==> src/rtl/osf_pkg.sv <==
// Shared sizing, phase encoding and config helpers for the ADC oversample filter.
package osf_pkg;
  localparam int W_DATA      = 18;
  localparam int N_CHAN      = 6;
  localparam int W_CHAN      = 3;
  localparam int MAX_LOG_OVR = 15;
  localparam int W_DELAY     = 16;
  localparam int W_LOG       = 4;
  localparam int W_ACC       = W_DATA + MAX_LOG_OVR;
  localparam int W_CNT       = MAX_LOG_OVR + 1;

  typedef enum logic {SKIP = 1'b0, ACCUM = 1'b1} phase_e;

  function automatic logic [W_LOG-1:0] clamp_log(input logic [W_LOG-1:0] v);
    return ({1'b0, v} > 5'(MAX_LOG_OVR)) ? W_LOG'(MAX_LOG_OVR) : v;
  endfunction

  // A zero settling delay means the channel starts accumulating immediately.
  function automatic phase_e entry_phase(input logic [W_DELAY-1:0] d);
    return (d == '0) ? ACCUM : SKIP;
  endfunction
endpackage

==> src/rtl/adc_osf_shift.sv <==
// Scales an accumulated window down to one sample: arithmetic shift by log_ovr.
// OSF_ROUND_EN selects round-half-up; otherwise rounds toward negative infinity.
module adc_osf_shift
  import osf_pkg::*;
(
  input  logic signed [W_ACC-1:0] acc_i,
  input  logic [W_LOG-1:0]        log_ovr_i,
  output logic [W_DATA-1:0]       data_o
);
  logic signed [W_ACC:0] biased;

`ifdef OSF_ROUND_EN
  logic [W_ACC:0] half;
  always_comb begin
    half = '0;
    if (log_ovr_i != '0) half = (W_ACC+1)'(1) << (log_ovr_i - W_LOG'(1));
  end
  assign biased = {acc_i[W_ACC-1], acc_i} + signed'(half);
`else
  assign biased = {acc_i[W_ACC-1], acc_i};
`endif

  // The average of 2^log_ovr in-range samples always fits W_DATA.
  assign data_o = W_DATA'(biased >>> log_ovr_i);
endmodule

==> src/rtl/adc_osf.sv <==
// Time-multiplexed per-channel settle/average/decimate filter after the ADC controller.
// Build option OSF_ROUND_EN (in adc_osf_shift) enables round-half-up averaging.
module adc_osf
  import osf_pkg::*;
(
  input  logic                clk_in,
  input  logic                n_rst_in,
  input  logic                data_valid_in,
  input  logic [W_CHAN-1:0]   chan_in,
  input  logic [W_DATA-1:0]   data_in,
  input  logic [N_CHAN-1:0]   activate_in,
  input  logic [W_DELAY-1:0]  cycle_delay_in,
  input  logic [W_LOG-1:0]    log_ovr_in,
  input  logic [N_CHAN-1:0]   update_en_in,
  input  logic                module_update_in,
  output logic                data_valid_out,
  output logic [W_CHAN-1:0]   chan_out,
  output logic [W_DATA-1:0]   data_out
);
  logic signed [W_ACC-1:0] acc_q   [N_CHAN];
  logic signed [W_ACC-1:0] acc_d   [N_CHAN];
  logic [W_CNT-1:0]        cnt_q   [N_CHAN];
  logic [W_CNT-1:0]        cnt_d   [N_CHAN];
  logic [W_DELAY-1:0]      skip_q  [N_CHAN];
  logic [W_DELAY-1:0]      skip_d  [N_CHAN];
  logic [W_DELAY-1:0]      dly_q   [N_CHAN];
  logic [W_DELAY-1:0]      dly_d   [N_CHAN];
  logic [W_LOG-1:0]        log_q   [N_CHAN];
  logic [W_LOG-1:0]        log_d   [N_CHAN];
  phase_e                  phase_q [N_CHAN];
  phase_e                  phase_d [N_CHAN];

  logic                vld_q, vld_d;
  logic [W_CHAN-1:0]   chan_q, chan_d;
  logic [W_DATA-1:0]   data_q, data_d;

  logic [W_CHAN-1:0]       sel;
  logic signed [W_ACC-1:0] samp_ext;
  logic signed [W_ACC-1:0] sum;
  logic [W_DATA-1:0]       avg;

  // Only one channel is touched per cycle, so a single adder/shifter serves all.
  assign sel      = (chan_in < W_CHAN'(N_CHAN)) ? chan_in : '0;
  assign samp_ext = {{MAX_LOG_OVR{data_in[W_DATA-1]}}, data_in};
  assign sum      = acc_q[sel] + samp_ext;

  adc_osf_shift u_shift (
    .acc_i     (sum),
    .log_ovr_i (log_q[sel]),
    .data_o    (avg)
  );

  always_comb begin
    acc_d   = acc_q;
    cnt_d   = cnt_q;
    skip_d  = skip_q;
    dly_d   = dly_q;
    log_d   = log_q;
    phase_d = phase_q;
    vld_d   = 1'b0;
    chan_d  = chan_q;
    data_d  = data_q;
    for (int c = 0; c < N_CHAN; c++) begin
      // Commit beats a same-cycle sample on that channel; the sample is dropped.
      if (module_update_in && update_en_in[c]) begin
        dly_d[c]   = cycle_delay_in;
        log_d[c]   = clamp_log(log_ovr_in);
        acc_d[c]   = '0;
        cnt_d[c]   = '0;
        skip_d[c]  = cycle_delay_in;
        phase_d[c] = entry_phase(cycle_delay_in);
      end else if (!activate_in[c]) begin
        acc_d[c]   = '0;
        cnt_d[c]   = '0;
        skip_d[c]  = dly_q[c];
        phase_d[c] = entry_phase(dly_q[c]);
      end else if (data_valid_in && chan_in == W_CHAN'(c)) begin
        if (phase_q[c] == SKIP) begin
          if (skip_q[c] <= W_DELAY'(1)) phase_d[c] = ACCUM;
          else                          skip_d[c]  = skip_q[c] - W_DELAY'(1);
        end else if (cnt_q[c] + W_CNT'(1) == (W_CNT'(1) << log_q[c])) begin
          vld_d      = 1'b1;
          chan_d     = chan_in;
          data_d     = avg;
          acc_d[c]   = '0;
          cnt_d[c]   = '0;
          skip_d[c]  = dly_q[c];
          phase_d[c] = entry_phase(dly_q[c]);
        end else begin
          acc_d[c] = sum;
          cnt_d[c] = cnt_q[c] + W_CNT'(1);
        end
      end
    end
  end

  always_ff @(posedge clk_in or negedge n_rst_in) begin
    if (!n_rst_in) begin
      for (int c = 0; c < N_CHAN; c++) begin
        acc_q[c]   <= '0;
        cnt_q[c]   <= '0;
        skip_q[c]  <= '0;
        dly_q[c]   <= '0;
        log_q[c]   <= '0;
        phase_q[c] <= ACCUM;
      end
      vld_q  <= 1'b0;
      chan_q <= '0;
      data_q <= '0;
    end else begin
      acc_q   <= acc_d;
      cnt_q   <= cnt_d;
      skip_q  <= skip_d;
      dly_q   <= dly_d;
      log_q   <= log_d;
      phase_q <= phase_d;
      vld_q   <= vld_d;
      chan_q  <= chan_d;
      data_q  <= data_d;
    end
  end

  assign data_valid_out = vld_q;
  assign chan_out       = chan_q;
  assign data_out       = data_q;
endmodule

==> config.mk <==
export PLATFORM = sky130hd
export DESIGN_NAME = adc_osf
export DESIGN_NICKNAME = d
export VERILOG_FILES = /design/src/rtl/osf_pkg.sv /design/src/rtl/adc_osf_shift.sv /design/src/rtl/adc_osf.sv
export SDC_FILE = /design/constraint.sdc
export NUM_CORES = 2
export LEC_CHECK = 0
export CORE_MARGIN = 5
export CORE_UTILIZATION = 62
export CTS_CLUSTER_DIAMETER = 50
export DETAILED_ROUTE_END_ITERATION = 12
export GPL_TIMING_DRIVEN = 1
export HOLD_SLACK_MARGIN = 0.03
export PLACE_DENSITY = 0.88
export SLEW_MARGIN = 20
export SYNTH_ARGS = -nofsm -noshare
export SYNTH_HDL_FRONTEND = slang
export SYNTH_HIERARCHICAL = 1
export SYNTH_SLANG_ARGS = --single-unit
==> constraint.sdc <==
create_clock -name clk_in -period 7.9 [get_ports clk_in]
set_input_delay 0.79 -clock clk_in [delete_from_list [all_inputs] [get_ports clk_in]]
set_output_delay 0.79 -clock clk_in [all_outputs]
set_load 0.02 [all_outputs]
After elaboration in Yosys (flattened, before gate mapping)
Index checks and enable logic that the tools add are counted.
Widths: inputs -> output; s select.
- register bits: 538
- magnitude comparators: 8
- add/sub/neg operators: 13
- mux-type cells: 236
- shifts and indexed selects: 7
- bitwise operators: 1
- reductions and logical operators: 32
- equal/unequal tests: 35
- operator list (kind ; count):
    $mux 16 ; 66
    $mux 33 ; 32
    $mux 18 ; 30
    $logic_not 16->1 ; 7
    $bmux 33 s3 ; 1
    $add 16x1->16 const B ; 6
    $eq 16x16->1 ; 6
    $le 16x1->1 const B ; 6
    $shl 1x4->16 const A ; 6
    $sub 16x1->16 const B ; 6
    $mux 3 ; 31
    $mux 1 ; 73
    $ne 3x1->1 const B ; 12
    $add 33x18->33 ; 1
    $sshr 33x4->18 ; 1
    $ne 4x2->1 const B ; 6
    $ne 4x4->1 const B ; 6
    $reduce_and 3->1 ; 6
    $bmux 4 s3 ; 1
    $logic_and 1x1->1 ; 12
    $reduce_and 2->1 ; 6
    $mux 4 ; 2
    $eq 3x2->1 const B ; 2
    $eq 3x3->1 const B ; 2
    other kinds (5) ; 5

Longest topological paths before layout
- depth after elaboration: 38
- mapped depth: 23

Modules after synthesis
The synthesis kept the hierarchy.
- modules (own cells, without submodules) (module ; area an instance (um^2) ; cells an instance ; instances):
    adc_osf ; 32100.8 ; 3618 ; 1
    adc_osf_shift ; 1157.4 ; 86 ; 1

Least setup slack after synthesis
OpenSTA, ideal clock, no wires.
- path kind: input to register
- start: input port chan_in[0]
- end: register data_q[11], in the netlist data_out[11]
- stages on the path: 18
- library setup time: 125 ps
- path slack: 2098 ps
- arrival: 5677 ps
- cells stage by stage: buf_1 clkbuf_1 buf_1 mux4_2 mux2_2 ha_1 clkbuf_1 a21o_1 a221oi_1 nor3_1 a2111oi_2 o21ai_0 a21boi_0 xnor2_1 mux4_2 mux2i_1 mux2i_1 mux2_4
- word-level cells in the longest chain between the ends: 38
- elaborated cells between the ends (all ways): 53
- classes of those cells: add/sub: 1; order compare: 1; eq/ne: 5; shift: 1; mux: 37; bitwise: 1; reduce/logical: 7
- ends and longest elaborated chain (item ; RTL line ; source):
    start: declaration ; adc_osf.sv:9 ; input logic [W_CHAN-1:0] chan_in,
    $lt 3x3->1 ; adc_osf.sv:43 ; assign sel = (chan_in < W_CHAN'(N_CHAN)) ? chan_in : '0;
    $mux 3 (*) ; adc_osf.sv:43 ;
    $not 3->4 (implied by the code) (*) ; adc_osf.sv:45 ; assign sum = acc_q[sel] + samp_ext;
    $bmux 33 s3 (*) ; adc_osf.sv:45 ;
    $mux 33 (implied by the code) (*) (2 in a row) ; adc_osf.sv:45 ;
    $add 33x18->33 (*) ; adc_osf.sv:45 ;
    net sum[25] ; adc_osf.sv:39 ; logic signed [W_ACC-1:0] sum;
    $sshr 33x4->18 (*) ; adc_osf_shift.sv:24 ; assign data_o = W_DATA'(biased >>> log_ovr_i);
    net avg[11] ; adc_osf.sv:40 ; logic [W_DATA-1:0] avg;
    (+23 left out) ; n/a ;
    $mux 18 ; adc_osf.sv:72 ; end else if (!activate_in[c]) begin
    $mux 18 ; adc_osf.sv:65 ; if (module_update_in && update_en_in[c]) begin
    $mux 18 ; adc_osf.sv:81 ; end else if (cnt_q[c] + W_CNT'(1) == (W_CNT'(1) << log_q[c])) begin
    $mux 18 ; adc_osf.sv:78 ; if (phase_q[c] == SKIP) begin
    $mux 18 ; adc_osf.sv:77 ; end else if (data_valid_in && chan_in == W_CHAN'(c)) begin
    $mux 18 ; adc_osf.sv:72 ;
    $mux 18 (*) ; adc_osf.sv:65 ;
    net data_d[11] ; adc_osf.sv:35 ; logic [W_DATA-1:0] data_q, data_d;
    end signal: assignment ; adc_osf.sv:119 ; data_q <= data_d;
    end: declaration ; adc_osf.sv:35 ;
The timed path passes the listed nets; every way through them passes the cells marked *. The select of a mux whose other input is x is not followed.
A chain may end at the register's enable or synchronous reset.

Worst setup path after layout
- start: input port chan_in[0]
- end: register data_q[13], in the netlist data_out[13]
The elaborated chain is that of the path after synthesis.

==> results_dict.tcl <==
set metrics [dict create \
    status "complete, no violations" \
    ys_warn_count 6 \
    fmax_ghz 0.161 \
    hpwl_um 60400 \
    worstSetupStartpointType "input pin" \
    clock_sinks 538 \
    cts_hold_buf 0 \
    die_x_um 242 \
    worst_clock_skew_ps 35.6 \
    maximum_number_of_pins_on_one_net_before_global_route_repair 173 \
    design.portCount 79 \
    floorplan.rows 84 \
    synth_most_common_cell "sky130_fd_sc_hd__nand2_1" \
    cp_slowest_stage_delay_ps 650 \
    timing.max_cap.violations 0 \
    area_after_detailed_placement_mm2 0.0342 \
    clk_path_buf_depth 3 \
    timing.critical_path.cells "buf_4, nor3_1, a21o_1, a221o_1, ha_1, a211oi_1, o2111ai_1, a221oi_1, nor3_1, a2111oi_2, o21ai_0, a21boi_0, xnor2_1, mux4_2, mux2i_1, mux2i_1, mux2_4" \
    initial_utilization_pct 62.9 \
    first_pass_grt_wire_length_um 155000 \
    synthDistinctLibCells 107 \
    grt_remaining_overflow 0 \
    report.power.total_uw 8350 \
    setup_viol 0 \
    cts_root_buf "sky130_fd_sc_hd__clkbuf_16" \
    syn-instance-count 3704 \
    mappedNetlistArea_mm2 0.0333 \
    synth_sequential_area_ratio_pct 40.5 \
    timing.critical_path.arrival_ps 6690 \
    cellPowerDensity_mw_per_mm2 228 \
    total_leakage_power_uw 0.0159 \
    fin_crit_ps 6200 \
    drt_drc_violations_left 0 \
    critPathRequiredTime_ps 8390 \
    holdWs_ps 171 \
    antenna_found_initial 3 \
    share_of_the_synthesized_area_in_the_top_cell_type_pct 40.0 \
    core_region_area_mm2 0.0529 \
    tritoncts.num_buffers 67 \
    postSynthRegisterBits 538 \
    drt-total-wl_um 95400 \
    timing.slew.headroom_pct 19.4 \
    synth.avg_cell_area_um2 8.98 \
    number_of_buffers_added_on_ports 78 \
    synth_commonest_cells "655 x sky130_fd_sc_hd__nand2_1, 532 x sky130_fd_sc_hd__dfrtp_1, 212 x sky130_fd_sc_hd__clkbuf_1, 203 x sky130_fd_sc_hd__o21ai_0, 202 x sky130_fd_sc_hd__nor2_1" \
    drt-vias-per-instance 6.89 \
    cts_repair_resize_count 0 \
    design_area_mm2 0.0366 \
    clk_latency_ps 620 \
    synthArstFlopShare_pct 100 \
    grt_use_total_pct 31.7 \
    holdCritPathClass "in2async" \
    clk_pin_slew_worst_paths_ps 60 \
    drtPass1Iterations 5 \
    final_wtd_congestion 0.923 \
    vdd_ir_drop_max_uv 214 \
    synthTopCellsByArea "sky130_fd_sc_hd__dfrtp_1 40%, sky130_fd_sc_hd__nand2_1 7.4%, sky130_fd_sc_hd__a22o_1 5.0%" \
    drive_gt1_share_pct 8.65 \
    number_of_pins_with_negative_max_slew_slack_in_the_final_report 0 \
    crit_path_max_fanout 42 \
    detailroute.via_count 30094 \
    tightestPinTransition_ps 1200 \
    criticalPathCategory "in2reg" \
    areaGrowthSynthToFinish_pct 9.94 \
    finalNetCount 3732 \
    die_area_mm2 0.0584 \
    cts_max_level 3 \
    number_of_synthesized_flops_with_an_enable_pin 0 \
    yosys_most_used_dff "sky130_fd_sc_hd__dfrtp_1" \
    element_type_at_the_critical_path_end "register" \
    first_iter_violations 3328 \
    synth_largest_area_cell "sky130_fd_sc_hd__dfrtp_1" \
    tns_ps 0 \
    routed_wire_length_per_instance_um 21.9 \
    timing.final.crit_share_pct 78.5 \
    first_global_vias 29095 \
    grt_setup_unrepaired "false" \
    ant_nets 0 \
    post_synth_net_total 3812 \
    cts.repair_timing.setup_buffer_count 0 \
    finalHoldViolations 0 \
    crit_path_top_delay_cell "sky130_fd_sc_hd__a2111oi_2" \
    cts_tree "yes" \
    die_h_um 242 \
]
[report_power, final]
| group | internal [uW] | switching, uW | total [uW] | leakage (uW) |
|---|---|---|---|---|
| clock network | 1880 | 1300 | 3180 | 0.00113 |
| registers | 3020 | 336 | 3360 | 0.00707 |
| logic | 746 | 1070 | 1820 | 0.00773 |
| total | 5640 | 2710 | 8350 | 0.0159 |
[path summary, 6_finish.rpt]
check,start,end,slack [ps],cells after the start
max,chan_in[0],data_out[13]$_DFF_PN0_,1700,17
min,n_rst_in,dly_q[75]$_DFFE_PN0P_,170,1
max reg2reg,acc_q[133]$_DFFE_PN0P_,data_out[13]$_DFF_PN0_,2580,18
min reg2reg,dly_q[88]$_DFFE_PN0P_,dly_q[88]$_DFFE_PN0P_,480,2
max in group asynchronous,n_rst_in,acc_q[29]$_DFFE_PN0P_,6250,2
min in group clk_in,dly_q[88]$_DFFE_PN0P_,dly_q[88]$_DFFE_PN0P_,480,2
[kinds of logic after synthesis]
logic type	share of synthesized area [%]
muxes	8.00
adders and majority gates	1.94
DFF	40.5
and+or+nand+nor	21.2
buffers and inverters	4.01
xor gates and xnor gates	4.35
AOI/OAI and AO/OA	20.0
[area by class of cell]
cell class                      instances  area [um2]
Multi-Input combinational cell       2841       18600
Fill cell                            3878       16300
Sequential cell                       538       13500
Clock buffer                           84        1870
Timing Repair Buffer                  123        1140
Tap cell                              688         861
Clock inverter                         39         419
Inverter                               53         199
Antenna cell                            2        5.00
[registers in the layout, summed over array words and instances (netlist names)]
name	flops
dly_q	96
acc_q	198
skip_q	96
phase_q	6
chan_out	3
log_q	24
data_out	18
cnt_q	96
data_valid_out	1
[layout by cell type (no fill, tap or decap), types with 45 or more instances in the layout]
cell	count
sky130_fd_sc_hd__nor2_1	199
sky130_fd_sc_hd__mux2i_1	133
sky130_fd_sc_hd__a21oi_1	195
sky130_fd_sc_hd__clkdlybuf4s50_1	74
sky130_fd_sc_hd__inv_1	52
sky130_fd_sc_hd__xnor2_1	107
sky130_fd_sc_hd__clkbuf_16	69
sky130_fd_sc_hd__xor2_1	50
sky130_fd_sc_hd__nand3_1	118
sky130_fd_sc_hd__a22o_1	191
sky130_fd_sc_hd__nor3_1	89
sky130_fd_sc_hd__dfrtp_1	532
sky130_fd_sc_hd__nand2_1	654
sky130_fd_sc_hd__a31oi_1	51
sky130_fd_sc_hd__o211ai_1	53
sky130_fd_sc_hd__a21o_1	45
sky130_fd_sc_hd__nor4_1	53
sky130_fd_sc_hd__ha_1	50
sky130_fd_sc_hd__buf_4	45
sky130_fd_sc_hd__o21ai_0	202
[critical path: cells and delay by family]
kind / cells / cell delay [ps]
AOI/OAI and AO/OA: 8 / 3240
and+or+nand+nor: 2 / 230
buffers and inverters: 1 / 570
muxes: 4 / 1200
adders and majority gates: 1 / 300
xor gates and xnor gates: 1 / 320
[routing by layer]
metal	wire, um	track usage, %	vias to the layer above
met2	43700	50.1	1673
li1	-	-	13426
met1	37500	42.8	14645
met4	4620	14.0	2
met5	7	0	-
met3	9590	6.33	348
[per-stage QoR]
step / utilization (%) / setup WS (ps) / cells
after floorplan: - / 2100 / 3704
after global placement: 64.8 / 1450 / 4243
after detailed placement: 64.8 / 1310 / 4243
after CTS: 69.1 / 1880 / 4366
after global routing: 69.2 / 1360 / 4368
final: 69.2 / 1700 / 4368
(Power assumes the default switching activity.)
